[src/rtl/scanline_buffer.sv]
// Double-banked scanline buffer: fills the next display line from a pixel stream
// while the current line is read out with a two-stage pipeline.
module scanline_buffer (
    input  logic       clk_12_5875,
    input  logic       rst,
    input  logic [9:0] hcounter_i,
    input  logic [9:0] vcounter_i,
    input  logic       hsync_i,
    input  logic       vsync_i,
    input  logic       visible_i,
    output logic [8:0] fill_line_o,
    input  logic       fill_valid_i,
    input  logic [5:0] fill_color_i,
    output logic       fill_ready_o,
    output logic [1:0] r_o,
    output logic [1:0] g_o,
    output logic [1:0] b_o,
    output logic       hsync_o,
    output logic       vsync_o,
    output logic       underrun_o
);
    localparam int unsigned LINE_W  = 320;
    localparam int unsigned ADDR_W  = 9;
    localparam int unsigned COL_W   = 6;
    localparam int unsigned V_LAST  = 524;
    localparam int unsigned V_ACTIVE = 480;

    typedef enum logic {ST_IDLE, ST_FILL} state_e;

    state_e              state_q;
    logic [ADDR_W-1:0]   waddr_q;
    logic [1:0]          bank_valid_q;
    logic [COL_W-1:0]    bank0_q [LINE_W];
    logic [COL_W-1:0]    bank1_q [LINE_W];

    logic [ADDR_W-1:0]   rd_addr_q;
    logic                rd_bank_q;
    logic                gate_q;
    logic                hsync_q;
    logic                vsync_q;

    logic [9:0]          fill_target;
    logic                fill_start;
    logic                beat_accept;
    logic [COL_W-1:0]    rd_pixel;
    logic [COL_W-1:0]    pix_d;

    assign fill_target = (vcounter_i == 10'(V_LAST)) ? 10'd0 : vcounter_i + 10'd1;
    assign fill_start  = (hcounter_i == 10'd0) && (fill_target < 10'(V_ACTIVE));
    assign beat_accept = fill_valid_i && fill_ready_o;

    // Fill FSM; a new line start always wins over a pending beat and flags an unfinished fill.
    always_ff @(posedge clk_12_5875) begin
        if (rst) begin
            state_q      <= ST_IDLE;
            fill_ready_o <= 1'b0;
            fill_line_o  <= '0;
            waddr_q      <= '0;
            bank_valid_q <= '0;
            underrun_o   <= 1'b0;
        end else if (fill_start) begin
            if (state_q == ST_FILL) begin
                underrun_o <= 1'b1;
            end
            state_q                     <= ST_FILL;
            fill_ready_o                <= 1'b1;
            fill_line_o                 <= fill_target[8:0];
            waddr_q                     <= '0;
            bank_valid_q[fill_target[0]] <= 1'b0;
        end else if (beat_accept) begin
            if (waddr_q == ADDR_W'(LINE_W - 1)) begin
                state_q                     <= ST_IDLE;
                fill_ready_o                <= 1'b0;
                bank_valid_q[fill_line_o[0]] <= 1'b1;
            end else begin
                waddr_q <= waddr_q + ADDR_W'(1);
            end
        end
    end

    // Line RAM write port; contents are never reset, bank_valid gates reads instead.
    always_ff @(posedge clk_12_5875) begin
        if (beat_accept && !fill_start) begin
            if (fill_line_o[0]) begin
                bank1_q[waddr_q] <= fill_color_i;
            end else begin
                bank0_q[waddr_q] <= fill_color_i;
            end
        end
    end

    assign rd_pixel = rd_bank_q ? bank1_q[rd_addr_q] : bank0_q[rd_addr_q];
    assign pix_d    = gate_q ? rd_pixel : '0;

    // Display pipeline: stage 1 captures address/gate, stage 2 captures pixel data.
    always_ff @(posedge clk_12_5875) begin
        if (rst) begin
            rd_addr_q <= '0;
            rd_bank_q <= 1'b0;
            gate_q    <= 1'b0;
            hsync_q   <= 1'b1;
            vsync_q   <= 1'b1;
            r_o       <= '0;
            g_o       <= '0;
            b_o       <= '0;
            hsync_o   <= 1'b1;
            vsync_o   <= 1'b1;
        end else begin
            rd_addr_q <= hcounter_i[8:0];
            rd_bank_q <= vcounter_i[0];
            gate_q    <= visible_i && bank_valid_q[vcounter_i[0]];
            hsync_q   <= hsync_i;
            vsync_q   <= vsync_i;
            r_o       <= pix_d[5:4];
            g_o       <= pix_d[3:2];
            b_o       <= pix_d[1:0];
            hsync_o   <= hsync_q;
            vsync_o   <= vsync_q;
        end
    end
endmodule

[config.mk]
export PLATFORM = sky130hd
export DESIGN_NAME = scanline_buffer
export DESIGN_NICKNAME = d
export VERILOG_FILES = /design/src/rtl/scanline_buffer.sv
export SDC_FILE = /design/constraint.sdc
export NUM_CORES = 2
export LEC_CHECK = 0
export BUFFER_PORTS_ARGS = -buffer_cell sky130_fd_sc_hd__buf_2
export CAP_MARGIN = 20
export CORE_UTILIZATION = 67
export DETAILED_ROUTE_END_ITERATION = 6
export GPL_ROUTABILITY_DRIVEN = 0
export MAX_ROUTING_LAYER = met4
export PLACE_DENSITY = 0.8
export SYNTH_ARGS = -nofsm -noshare
export SYNTH_HDL_FRONTEND = slang
export SYNTH_SLANG_ARGS = --single-unit
[constraint.sdc]
create_clock -name clk_12_5875 -period 6.6 [get_ports clk_12_5875]
set_clock_uncertainty 0.05 [all_clocks]
set_input_delay 0.66 -clock clk_12_5875 [delete_from_list [all_inputs] [get_ports clk_12_5875]]
set_output_delay 0.66 -clock clk_12_5875 [all_outputs]
set_load 0.02 [all_outputs]
==> metrics.yaml <==
status: "complete, but fails checks"
violations: "design-rule violations"
syn_area_per_cell_um2: 19.9
htree_levels: 5
syn_nets: 7701
p_clk_share_pct: 41.9
synth_seq_area_share_pct: 76.1
clock_sinks: 3883
fin_ws_ns: 1.17
endpoint_kind: "register"
layout-drive-gt1-share_pct: 19.5
maxSlewViolCount: 0
io_pins: 51
setup_viol: 0
crit_arrival_ns: 6.17
synth_top_area_cell: "edfxtp_1"
first_pass_iters: 7
viasPerCell: 7.42
drt_wl_total_um: 419000
wl_per_cell_um: 37.8
synth_flop_cell: "edfxtp_1"
max_cap_viol_count: 0
cp_max_fo: 14
fin_crit_sh_pct: 82.3
clockBufferDepth: 4
crit_path_start_kind: "register"
fin_tns_setup_ns: 0
grt_pass1_wl_um: 593000
cts_tree: "done"
internal_power_uw: 39800
critical_path_class: "register to register"
final.fill_count: 11400
portBuffers: 50
yosysMostFrequentCell: "edfxtp_1"
synth_common_cells: "edfxtp_1, mux4_2, nor2_1"
yosys_warnings: 0
fp-row-count: 174
fin_nets: 7824
worst_pin_slew_ns: 1.40
post-route-min-period_ns: 5.43
max_freq_mhz: 184
antenna_found_initial: 23
leakagePower_uw: 0.0511
grt_start_max_net_pins: 185
die_h_um: 479
grt_overflow: 0
drc: 1
start_util_pct: 67.6
worstPathRequired_ns: 7.34
place_ws_ns: 1.36
dp_hpwl_um: 240000
combPwrFrac_pct: 4.7
ys_seq_elements: 3883
synth_edf_count: 3840
netlist_top_cells_area: "edfxtp_1, mux4_2, mux2i_1"
clock_latency_ns: 0.99
die_w_um: 479
cts_setup_buffers: 0
syn-instance-count: 7663
hold_violations: 0
max-vdd-ir-drop_mv: 0.289
drt_iter0_markers: 14200
synth_cell_types: 84
p_per_area_nw_per_um2: 303
netSwitchingFraction_pct: 21.5
cts-root-buf: "clkbuf_16"
grt_use_total_pct: 37.9
rsz0062_at_grt: "no"
ant_nets: 0
switching_power_uw: 10900
path_clk_slew_ns: 0.07
syn_to_final_growth_pct: 9.75
fin_util_pct: 74.2
coreArea_um2: 226000
die-area_um2: 230000
netlist_area_um2: 153000
p_seq_share_pct: 53.5
synthArstFlopShare_pct: 0
synth_top_cell_area_share_pct: 75.5
hold_class: "input port to register"
num_vias: 82300
grt_pass1_vias: 81300
ctsResizeCount: 0
cts_buffers: 381
max-slew-margin-rel_pct: 5.15
## final timing paths
path / start / slack, ns / cells after the start / end
hold reg to reg: hsync_q$_SDFF_PP1_ / 0.39 / 1 / hsync_o$_SDFF_PP1_
setup reg to reg: register / 1.17 / 7 / r_o[1]$_SDFF_PP0_
hold / removal: vcounter_i[6] / 0.06 / 4 / fill_line_o[6]$_SDFFE_PP0P_
setup / recovery: register / 1.17 / 7 / r_o[1]$_SDFF_PP0_
## logic make-up after synthesis
| kind of cell | after synthesis | share of synthesized area (%) |
|---|---|---|
| xor gates and xnor gates | 15 | 0.0860 |
| adders and majority gates | 6 | 0.0492 |
| DFF | 3883 | 76.1 |
| buffers and inverters | 526 | 2.32 |
| muxes | 1296 | 14.8 |
| and+or+nand+nor | 1242 | 3.49 |
| AOI/OAI and AO/OA | 695 | 3.13 |
## critical path, cell delays in order (launching register included)
cell,delay [ns]
dfxtp_1,0.83
buf_16,0.25
and2_1,0.86
nand2_1,0.97
nor4_1,0.88
nor4b_1,0.25
o41ai_2,0.99
a31oi_1,0.13
## state kept, by name (all words and copies together) (netlist names), named ones only
| name | count |
|---|---|
| b_o | 2 |
| bank0_q | 1920 |
| bank1_q | 1920 |
| bank_valid_q | 2 |
| fill_line_o | 9 |
| g_o | 2 |
| gate_q | 1 |
| hsync_o | 1 |
| hsync_q | 1 |
| r_o | 2 |
| rd_bank_q | 1 |
| state_q | 1 |
| underrun_o | 1 |
| vsync_o | 1 |
| vsync_q | 1 |
| waddr_q | 9 |
## layout by cell type, fill, tap and decap left out, types with 18 or more instances in the layout
cell type / instances
clkbuf_16: 387
clkinv_1: 75
nor3_1: 98
buf_4: 135
clkbuf_1: 72
a22oi_1: 64
mux4_1: 25
a211oi_1: 57
o22ai_1: 157
buf_12: 46
nand3_1: 60
nand2_1: 181
nor2b_1: 18
bufinv_16: 31
a21oi_1: 150
o21ai_0: 50
edfxtp_1: 3840
clkinv_2: 72
buf_2: 46
diode_2: 34
nor4_1: 26
mux2i_1: 520
dfxtp_1: 36
o221ai_1: 115
mux4_2: 742
nor2_1: 735
## per-layer routing
layer	wire, um	vias to the layer above	global-route usage [%]	part of all wire (%)
met2	193000	7807	54.8	46
met4	27100	0	21.3	6.5
met5	0	-	-	0
met3	61400	1470	10.3	15
li1	-	31700	-	-
met1	137000	41300	49.5	33
## area by class of cell
| cell class | instances | area [um^2] | share of cell area [%] |
|---|---|---|---|
| repair buffers | 256 | 2550 | 1.52 |
| clock inverters | 205 | 1810 | 1.08 |
| inverters | 10 | 50.0 | 0.0299 |
| multi-input cells | 3254 | 33100 | 19.8 |
| flip-flops and latches | 3883 | 116000 | 69.3 |
| well taps | 2992 | 3740 | 2.23 |
| clock buffers | 464 | 10000 | 5.98 |
| diodes | 34 | 85.1 | 0.0508 |
## stage by stage
| stage | power, uW | cells | instance area [um^2] | hold slack, ns |
|---|---|---|---|---|
| detailed placement | 29900 | 10400 | 155000 | 0.366 |
| floorplan | 28900 | 7663 | 153000 | 0.339 |
| finish | 50700 | 11100 | 168000 | 0.0590 |
| global route | 51500 | 11100 | 168000 | 0.0660 |
| global placement | 29800 | 10400 | 155000 | 0.350 |
| CTS | 50500 | 11100 | 167000 | 0.00640 |
## timing repair
action                                 in CTS  in global routing
hold buffers                               15                  0
setup endpoints to repair                   0                  0
endpoints found under the hold margin      15                  0
## power groups by stage
stage	logic [uW]	registers (uW)	clock network [uW]
floorplan	1280	27600	0
global placement	2200	27600	0
detailed placement	2240	27600	0
CTS	2280	27100	21100
global route	2380	27100	22100
finish	2360	27100	21200
Power figures use the tool's default switching activity.
